### src/rtl/shop_cmd_line_rx.sv
// Line assembler feeding shop_v: collects printable ASCII into a right-justified word,
// strobes it out on CR/LF and handles '#<hex>' user-select lines. SHOP_CMD_LINE_BACKSPACE_EN adds BS/DEL editing.
module shop_cmd_line_rx #(
  parameter int I_A_NUM_ASCII_CHARS = 7,
  parameter int I_U_NUM_BITS        = 4,
  parameter int GAP_CYCLES          = 4
) (
  input  logic                             i_clk,
  input  logic                             i_reset_n,
  input  logic [7:0]                       i_byte,
  input  logic                             i_byte_vld,
  output logic                             o_in_rdy,
  output logic [8*I_A_NUM_ASCII_CHARS-1:0] o_a,
  output logic [I_U_NUM_BITS-1:0]          o_u,
  output logic                             o_rdy,
  output logic                             o_err
);

  localparam int N  = I_A_NUM_ASCII_CHARS;
  localparam int AW = 8 * N;
  localparam int CW = $clog2(N + 1);
  localparam int GW = (GAP_CYCLES > 1) ? $clog2(GAP_CYCLES) : 1;
  localparam logic [GW-1:0] GAP_LOAD = GW'((GAP_CYCLES > 0) ? GAP_CYCLES - 1 : 0);

  typedef enum logic [1:0] {
    S_COLLECT = 2'd0,
    S_DISCARD = 2'd1,
    S_COMMIT  = 2'd2,
    S_HOLD    = 2'd3
  } state_t;

  state_t                  r_state, w_state_nxt;
  logic [AW-1:0]           r_buf, w_buf_nxt;
  logic [CW-1:0]           r_cnt, w_cnt_nxt;
  logic [AW-1:0]           r_a, w_a_nxt;
  logic [I_U_NUM_BITS-1:0] r_u, w_u_nxt;
  logic                    r_rdy, w_rdy_nxt;
  logic                    r_err, w_err_nxt;
  logic [GW-1:0]           r_gap, w_gap_nxt;

  logic       w_accept;
  logic       w_is_print;
  logic       w_is_term;
  logic       w_is_bs;
  logic [7:0] w_first;
  logic       w_hex_ok;
  logic [3:0] w_hex_val;
  state_t     w_after;

  assign o_in_rdy   = (r_state == S_COLLECT) || (r_state == S_DISCARD);
  assign w_accept   = i_byte_vld & o_in_rdy;
  assign w_is_print = (i_byte >= 8'h20) && (i_byte <= 8'h7E);
  assign w_is_term  = (i_byte == 8'h0D) || (i_byte == 8'h0A);
`ifdef SHOP_CMD_LINE_BACKSPACE_EN
  assign w_is_bs    = (i_byte == 8'h08) || (i_byte == 8'h7F);
`else
  assign w_is_bs    = 1'b0;
`endif
  assign w_after    = (GAP_CYCLES == 0) ? S_COLLECT : S_HOLD;

  // Oldest character in the buffer sits at byte (cnt-1).
  always_comb begin
    w_first = 8'h00;
    for (int i = 0; i < N; i++) begin
      if (r_cnt == CW'(i + 1)) w_first = r_buf[8*i +: 8];
    end
  end

  always_comb begin
    w_hex_ok  = 1'b1;
    w_hex_val = 4'h0;
    if (r_buf[7:0] >= 8'h30 && r_buf[7:0] <= 8'h39)      w_hex_val = 4'(r_buf[7:0] - 8'h30);
    else if (r_buf[7:0] >= 8'h41 && r_buf[7:0] <= 8'h46) w_hex_val = 4'(r_buf[7:0] - 8'h37);
    else if (r_buf[7:0] >= 8'h61 && r_buf[7:0] <= 8'h66) w_hex_val = 4'(r_buf[7:0] - 8'h57);
    else                                                 w_hex_ok  = 1'b0;
  end

  always_ff @(posedge i_clk or negedge i_reset_n) begin
    if (!i_reset_n) r_state <= S_COLLECT;
    else            r_state <= w_state_nxt;
  end

  always_comb begin
    w_state_nxt = r_state;
    w_buf_nxt   = r_buf;
    w_cnt_nxt   = r_cnt;
    w_a_nxt     = r_a;
    w_u_nxt     = r_u;
    w_rdy_nxt   = 1'b0;
    w_err_nxt   = 1'b0;
    w_gap_nxt   = r_gap;
    case (r_state)
      S_COLLECT: begin
        if (w_accept) begin
          if (w_is_print) begin
            if (r_cnt == CW'(N)) begin
              w_state_nxt = S_DISCARD;
            end else begin
              w_buf_nxt = {r_buf[AW-9:0], i_byte};
              w_cnt_nxt = r_cnt + CW'(1);
            end
          end else if (w_is_term) begin
            if (r_cnt != '0) begin
              // Strobes and o_a/o_u are registered here so they are valid during COMMIT.
              w_state_nxt = S_COMMIT;
              w_buf_nxt   = '0;
              w_cnt_nxt   = '0;
              if (w_first == 8'h23) begin
                if (r_cnt == CW'(2) && w_hex_ok) w_u_nxt   = w_hex_val[I_U_NUM_BITS-1:0];
                else                             w_err_nxt = 1'b1;
              end else begin
                w_a_nxt   = r_buf;
                w_rdy_nxt = 1'b1;
              end
            end
          end else if (w_is_bs) begin
            if (r_cnt != '0) begin
              w_buf_nxt = r_buf >> 8;
              w_cnt_nxt = r_cnt - CW'(1);
            end
          end else begin
            w_state_nxt = S_DISCARD;
          end
        end
      end
      S_DISCARD: begin
        if (w_accept && w_is_term) begin
          w_err_nxt   = 1'b1;
          w_buf_nxt   = '0;
          w_cnt_nxt   = '0;
          w_state_nxt = w_after;
          w_gap_nxt   = GAP_LOAD;
        end
      end
      S_COMMIT: begin
        w_state_nxt = w_after;
        w_gap_nxt   = GAP_LOAD;
      end
      S_HOLD: begin
        if (r_gap == '0) w_state_nxt = S_COLLECT;
        else             w_gap_nxt   = r_gap - GW'(1);
      end
      default: w_state_nxt = S_COLLECT;
    endcase
  end

  always_ff @(posedge i_clk or negedge i_reset_n) begin
    if (!i_reset_n) begin
      r_buf <= '0;
      r_cnt <= '0;
      r_a   <= '0;
      r_u   <= '0;
      r_rdy <= 1'b0;
      r_err <= 1'b0;
      r_gap <= '0;
    end else begin
      r_buf <= w_buf_nxt;
      r_cnt <= w_cnt_nxt;
      r_a   <= w_a_nxt;
      r_u   <= w_u_nxt;
      r_rdy <= w_rdy_nxt;
      r_err <= w_err_nxt;
      r_gap <= w_gap_nxt;
    end
  end

  assign o_a   = r_a;
  assign o_u   = r_u;
  assign o_rdy = r_rdy;
  assign o_err = r_err;

endmodule
### config.mk
export PLATFORM = sky130hd
export DESIGN_NAME = shop_cmd_line_rx
export DESIGN_NICKNAME = d
export VERILOG_FILES = /design/src/rtl/shop_cmd_line_rx.sv
export SDC_FILE = /design/constraint.sdc
export NUM_CORES = 1
export LEC_CHECK = 0
export CAP_MARGIN = 20
export CORE_UTILIZATION = 59
export CTS_CLUSTER_DIAMETER = 200
export CTS_CLUSTER_SIZE = 25
export DETAILED_ROUTE_END_ITERATION = 6
export GPL_ROUTABILITY_DRIVEN = 0
export PLACE_DENSITY = 0.91
export SYNTH_ARGS = -nofsm -noshare
export SYNTH_HDL_FRONTEND = slang
export SYNTH_SLANG_ARGS = --single-unit
### constraint.sdc
create_clock -name i_clk -period 5.4 [get_ports i_clk]
set_input_delay 0.81 -clock i_clk [delete_from_list [all_inputs] [get_ports i_clk]]
set_output_delay 0.81 -clock i_clk [all_outputs]
set_load 0.01 [all_outputs]
==> metrics.md, run 1 <==
| Metric | Value |
|---|---|
| Crit path kind | reg -> reg |
| H-tree levels | 4 |
| Seq/Total Area, Yosys | 0.574 |
| Non-filler cells, final | 603 |
| Worst path slowest cell | nor4b_1 |
| Most common library cell in the layout ignoring fill and taps | dfrtp_1 |
| Setup TNS | 0 ns |
| Commonest cells after routing, fill and taps aside | dfrtp_1, clkdlybuf4s50_1, mux2_2 |
| Period utilization | 0.693 |
| Critical path peak fanout | 38 |
| Worst Path Arrival | 4.14 ns |
| Top-level I/O count | 74 |
| Top FF cell, synth | dfrtp_1 |
| Pre-antenna DRT Iters | 7 |
| Iter 0 DRT Violations | 390 |
| Initial antenna violation count | 0 |
| Critical Path Source Type | flop |
| Total Nets Final | 506 |
| Yosys top cell by area | dfrtp_1 |
| Failing checks | DRC |
| Reg clk slew, reported paths | 0.06 ns |
| CTS Sinks | 125 |
| Detailed placement HPWL | 7840 microns |
| Total grt overflow | 0 |
| Crit path largest cell delay | 0.70 ns |
| Die Wd | 98.1 microns |
| Area post-placement | 6230 sq um |
| Synthesized Nets | 433 |
| Pin count of the biggest net entering global routing | 70 |
| Placement Setup Slack | 1.74 ns |
| Pwr/cell area | 406 nW/um^2 |
| Leakage power | 3.24 nW |
| Yosys top cell area share | 0.574 |
| Die area | 9630 sq um |
| Final Hold Fails | 0 |
| Setup bufs post-CTS | 0 |
| Initial Util | 0.616 |
| Critical Path Most Common Cell | ha_1 |
| Max IR drop VDD | 0.000237 V |
| Core area | 8850 sq um |
| Count of state elements after synthesis | 125 |
| Worst-case clock buffer depth | 2 |
| CTS Root Cell | clkbuf_8 |
| Internal power | 1.95 mW |
| Clock Skews | 0.00796 ns |
| Num CTS Buffers | 17 |
| Cells after DPL | 570 |
| Layout area overhead | 25.3% |
| FILL cells | 515 |
| Diode count | 0 |
| Sw power | 0.824 mW |
| First-pass GRT wire length | 20600 microns |
| Cell variety after synth | 61 |
| Share of cells above drive strength 1 | 0.214 |
| Max Clock Freq | 267 MHz |
| Netlist Area Pre-Place | 5450 sq um |
| Max_slew headroom | 0.402 |
| Setup violations, final | 0 |
| Row cnt | 34 |
| Final hold slack | 0.340 ns |
| Maximum capacitance violations | 0 |
| Die height | 98.1 microns |
| Unrepaired setup endpoints after global routing | no |
| Mapped Cells | 409 |
| Average size of a mapped cell | 13.3 sq um |
| Logic pwr share | 0.182 |
| Post-synth EDFFs | 0 |
| Vias/cell | 6.35 |
| Worst setup margin | 1.66 ns |
| Worst slew pin tran | 0.895 ns |
| Pwr Total | 2.77 mW |
| Sw Share | 0.297 |
| Port Buffers | 73 |
| CTS tree | built |
| Finished Core Util | 0.772 |
| Worst skew pair latency | 0.52 ns |
| DRT Wirelength | 12900 microns |
| Via Count | 3832 |
| Final Critical Period | 3.74 ns |
| Sequential share of power | 0.420 |
| Post-CTS resize count | 0 |
| Hold WC Path Type | in -> async |
| Clk pwr share | 0.398 |
| Final Max Tran Viols | 0 |
| DRC errors left | 6 |
| Status | complete, but fails checks |
| Required time of the critical path | 5.80 ns |
| Synth Warn # | 0 |
| Design Area, Final | 6830 sq um |
| DR WL/cell | 21.3 microns |
| Number of global-route vias before repair | 3915 |
| Total Routing Usage GR | 0.283 |
| Post-DRT Antenna Nets | 0 |
| CP cell instances | ha_1 > ha_1 > nor2_1 > nor4b_1 > o32ai_2 > nor4_1 > a2111o_2 > buf_12 > mux2_2 |
| CTS hold repair buffers | 0 |
| Crit end category | flop |
| Ranking of synthesized cells by area | dfrtp_1, mux2_2, a22o_1 |
| Asr flop ratio synth | 1.00 |
registers in the layout, summed over array words and instances, names as in the netlist:
name and count:
r_buf 56, r_gap 2, o_err 1, o_a 56, r_state 2, r_cnt 3
o_rdy 1, o_u 4
cells by family (layout without fill, tap and decap cells):
family,after synthesis,after routing,synth area share
buffers and inverters,39,125,0.0353
muxes,64,64,0.131
adders and majority gates,13,13,0.0298
AOI/OAI and AO/OA,99,99,0.152
xor gates and xnor gates,2,2,0.00321
and+or+nand+nor,67,67,0.0746
DFF,125,125,0.574
layout make-up:
class | instances | area [sq um] | area share
clock buffers | 22 | 473 | 0.0692
repair buffers | 78 | 778 | 0.114
multi-input cells | 245 | 2150 | 0.315
inverters | 15 | 56.3 | 0.00824
clock inverters | 10 | 113 | 0.0165
flip-flops and latches | 125 | 3130 | 0.458
well taps | 108 | 135 | 0.0198
metal layers:
layer | track usage | wire, microns
met1 | 0.365 | 5350
met2 | 0.459 | 6330
met5 | 0 | 0
met3 | 0.0716 | 909
met4 | 0.121 | 263
synthesized netlist by cell type (all sizes together), types with 3 or more instances:
cell	instances
o21a	3
mux2i	5
nor2	9
inv	15
nor4	3
a21oi	6
nand2	17
o21ai	8
ha	13
nor4b	3
buf	17
nand3	4
a22o	55
clkbuf	7
nand2b	5
dfrtp	125
mux2	59
a211oi	3
critical path, delay by kind of cell, from the launching register on:
kind                       cells  cell delay (ns)
AOI/OAI and AO/OA              2             0.76
adders and majority gates      2             0.55
buffers and inverters          1             0.27
DFF                            1             0.44
muxes                          1             0.37
and+or+nand+nor                3             1.19
final timing paths:
check,start,endpoint,slack [ns],cells after the start
setup / recovery,r_cnt[0],o_a[24],1.66,9
hold / removal,i_reset_n,o_a[33],0.34,1
setup reg to reg,r_cnt[0],o_a[24],1.66,9
hold reg to reg,o_a[53],o_a[53],0.49,1
max in group asynchronous,i_reset_n,r_buf[29],3.75,2
min in group i_clk,o_a[53],o_a[53],0.49,1
power by group through the flow:
| stage | registers [mW] | clock network [mW] | logic (mW) |
|---|---|---|---|
| 2_1_floorplan | 1.11 | 0 | 0.374 |
| 3_3_place_gp | 1.17 | 0 | 0.450 |
| 3_5_place_dp | 1.17 | 0 | 0.484 |
| 4_1_cts | 1.16 | 1.11 | 0.494 |
| 5_1_grt | 1.18 | 1.16 | 0.550 |
| 6_report | 1.17 | 1.10 | 0.503 |
Power figures use the tool's default switching activity.
==> inputs of run 2 (changes only) <==
--- a/config.mk
+++ b/config.mk
@@ -6,12 +6,12 @@
 export NUM_CORES = 1
 export LEC_CHECK = 0
 export CAP_MARGIN = 20
-export CORE_UTILIZATION = 59
+export CORE_UTILIZATION = 55
 export CTS_CLUSTER_DIAMETER = 200
 export CTS_CLUSTER_SIZE = 25
 export DETAILED_ROUTE_END_ITERATION = 6
 export GPL_ROUTABILITY_DRIVEN = 0
-export PLACE_DENSITY = 0.91
+export PLACE_DENSITY = 0.86
 export SYNTH_ARGS = -nofsm -noshare
 export SYNTH_HDL_FRONTEND = slang
 export SYNTH_SLANG_ARGS = --single-unit
==> constraint.sdc (replaced) <==
create_clock -name i_clk -period 3.92 [get_ports i_clk]
set_input_delay 0.588 -clock i_clk [delete_from_list [all_inputs] [get_ports i_clk]]
set_output_delay 0.588 -clock i_clk [all_outputs]
set_load 0.01 [all_outputs]
==> run 2 against run 1 <==
Against the previous run:
- the run now ends clean
- power grew 38%
- utilization is 3.9 points lower
- sequential cell count is the same
- non-clock buffer count rose by 3
- via count shrank 0.57%
- largest cell class unchanged
- largest power group unchanged
- highest routed layer unchanged
==> metrics.md, run 2 (synthesized netlist as in run 1, its figures left out) <==
| Metric | Value |
|---|---|
| Pre-antenna DRT Iters | 4 (-3) |
| Top-level I/O count | 74 (unchanged) |
| Detailed placement HPWL | 7990 microns (+1.9%) |
| Maximum capacitance violations | 0 (unchanged) |
| Worst-case clock buffer depth | 2 (unchanged) |
| Unrepaired setup endpoints after global routing | no |
| Port Buffers | 73 (unchanged) |
| Commonest cells after routing, fill and taps aside | dfrtp_1, clkdlybuf4s50_1, mux2_2 |
| Iter 0 DRT Violations | 344 (-12%) |
| Post-DRT Antenna Nets | 0 (unchanged) |
| Max IR drop VDD | 0.000349 V (+47%) |
| Critical path peak fanout | 17 (-55%) |
| CTS Root Cell | clkbuf_8 |
| Setup bufs post-CTS | 0 (unchanged) |
| Pin count of the biggest net entering global routing | 85 (+21%) |
| H-tree levels | 4 (unchanged) |
| Worst skew pair latency | 0.52 ns (about the same) |
| Die Wd | 102 microns (+3.5%) |
| Die height | 102 microns (+3.5%) |
| Reg clk slew, reported paths | 0.06 ns (about the same) |
| CTS tree | built |
| Logic pwr share | 0.179 (-0.003) |
| Initial Util | 0.579 (-0.0371) |
| Total grt overflow | 0 (unchanged) |
| DRC errors left | 0 (-6) |
| Clock Skews | 0.00588 ns (-0.00208 ns) |
| Crit path largest cell delay | 0.59 ns (-0.11 ns) |
| FILL cells | 605 (+17%) |
| Total Nets Final | 509 (+0.59%) |
| Pwr/cell area | 554 nW/um^2 (+37%) |
| Via Count | 3810 (-0.57%) |
| DRT Wirelength | 12500 microns (-3.0%) |
| CTS Sinks | 125 (unchanged) |
| Core area | 9420 sq um (+6.4%) |
| Final Max Tran Viols | 0 (unchanged) |
| Leakage power | 3.26 nW (+0.57%) |
| Clk pwr share | 0.403 (+0.005) |
| DR WL/cell | 19.9 microns (-6.8%) |
| Die area | 10300 sq um (+7.1%) |
| Layout area overhead | 26.7% |
| Worst path slowest cell | dfrtp_1 |
| CTS hold repair buffers | 0 (unchanged) |
| Total Routing Usage GR | 0.270 (-0.0129) |
| Status | finished clean |
| Critical Path Source Type | flop |
| First-pass GRT wire length | 20800 microns (+0.80%) |
| Crit path kind | reg -> reg |
| Crit end category | flop |
| Initial antenna violation count | 0 (unchanged) |
| Period utilization | 0.852 (+0.159) |
| Max_slew headroom | 0.435 (+0.0324) |
| Sw power | 1.11 mW (+35%) |
| Worst slew pin tran | 0.846 ns (-0.0485 ns) |
| Final Critical Period | 3.34 ns (-0.404 ns) |
| Diode count | 0 (unchanged) |
| CP cell instances | inv_1 > ha_1 > nor2_1 > nor4b_1 > o32ai_2 > nor4_1 > a2111o_2 > buf_4 > mux2_2 |
| Internal power | 2.72 mW (+39%) |
| Number of global-route vias before repair | 3920 (+0.13%) |
| Setup violations, final | 0 (unchanged) |
| Hold WC Path Type | in -> async |
| Required time of the critical path | 4.32 ns (-1.48 ns) |
| Worst Path Arrival | 3.74 ns (-0.40 ns) |
| Final Hold Fails | 0 (unchanged) |
| Sw Share | 0.290 (-0.00688) |
| Setup TNS | 0 ns (unchanged) |
| Vias/cell | 6.08 (-4.4%) |
| Delay-heaviest family, CP | simple AND/OR/NAND/NOR gates |
| Most common library cell in the layout ignoring fill and taps | dfrtp_1 |
| Share of cells above drive strength 1 | 0.217 (+0.00273) |
| Pwr Total | 3.83 mW (+38%) |
| Num CTS Buffers | 17 (unchanged) |
| Row cnt | 35 (+2.9%) |
| Post-CTS resize count | 0 (unchanged) |
| Sequential share of power | 0.418 (-0.002) |
| WP buf/inv | 2 (+1) |
| Max Clock Freq | 300 MHz (+12%) |
[run 2: cell count changes in the layout (fill, tap and decap cells not counted), sizes merged]
| cell | before | now |
|---|---|---|
| clkinv | 6 | 5 |
| clkinvlp | 2 | 3 |
| clkbuf | 22 | 21 |
| bufinv | 2 | 3 |
| buf | 6 | 9 |
[run 2: layout make-up]
| type | count | area, sq um | share of cell area |
|---|---|---|---|
| tap | 129 | 161 | 0.0234 |
| clock inverter | 11 | 141 | 0.0205 |
| multi-input combinational | 245 | 2150 | 0.311 |
| sequential | 125 | 3130 | 0.453 |
| inverter | 15 | 56.3 | 0.00815 |
| timing repair buffer | 81 | 821 | 0.119 |
| clock buffer | 21 | 449 | 0.0650 |
[run 2: worst register-to-register path, stage by stage (launching register included)]
cell and delay (ns):
dfrtp_1 0.59, inv_1 0.09, ha_1 0.31, nor2_1 0.25, nor4b_1 0.34, o32ai_2 0.17
nor4_1 0.32, a2111o_2 0.47, buf_4 0.32, mux2_2 0.37
[run 2: final timing paths]
| path | endpoint | slack, ns | from | depth (start not counted) |
|---|---|---|---|---|
| worst max register to register | o_a[51] | 0.58 | r_cnt[2] | 9 |
| worst min-delay path | r_buf[42] | 0.04 | i_reset_n | 1 |
| worst max-delay path | o_a[51] | 0.58 | r_cnt[2] | 9 |
| min in group i_clk | o_a[50] | 0.51 | o_a[50] | 1 |
| worst min register to register | o_a[50] | 0.51 | o_a[50] | 1 |
| max in group asynchronous | o_a[10] | 2.94 | i_reset_n | 3 |
[run 2: metrics by stage]
stage / instance area, sq um / utilization / hold slack [ns] / instances / setup WS [ns]
after floorplan: 5450 / - / 0.292 / 409 / 1.13
after global routing: 6910 / 0.734 / 0.0665 / 627 / 0.367
final: 6910 / 0.734 / 0.0353 / 627 / 0.582
after CTS: 6880 / 0.731 / 0.294 / 626 / 0.671
after global placement: 6290 / 0.668 / 0.478 / 594 / 0.851
after detailed placement: 6290 / 0.668 / 0.492 / 594 / 0.696
[run 2: metal layers]
layer	GRT usage	wire length [microns]	vias up	part of all wire
met3	0.0649	711	27	0.057
met2	0.440	6390	144	0.51
met4	0.129	281	0	0.023
li1	-	-	1676	-
met1	0.343	5080	1963	0.41
met5	0	0	-	0
[run 2: power groups by stage]
stage | Clock (mW) | Sequential (mW) | Combinational (mW)
global route | 1.62 | 1.62 | 0.756
floorplan | 0 | 1.53 | 0.515
detailed placement | 0 | 1.61 | 0.663
finish | 1.54 | 1.60 | 0.683
CTS | 1.56 | 1.60 | 0.678
global placement | 0 | 1.61 | 0.626
==> inputs of run 3 (changes only) <==
--- a/config.mk
+++ b/config.mk
@@ -12,6 +12,7 @@
 export DETAILED_ROUTE_END_ITERATION = 6
 export GPL_ROUTABILITY_DRIVEN = 0
 export PLACE_DENSITY = 0.86
+export SKIP_LAST_GASP = 1
 export SYNTH_ARGS = -nofsm -noshare
 export SYNTH_HDL_FRONTEND = slang
 export SYNTH_SLANG_ARGS = --single-unit
==> results of run 3 <==
No change in the layout: final DEF, timing and power equal those of run 2.
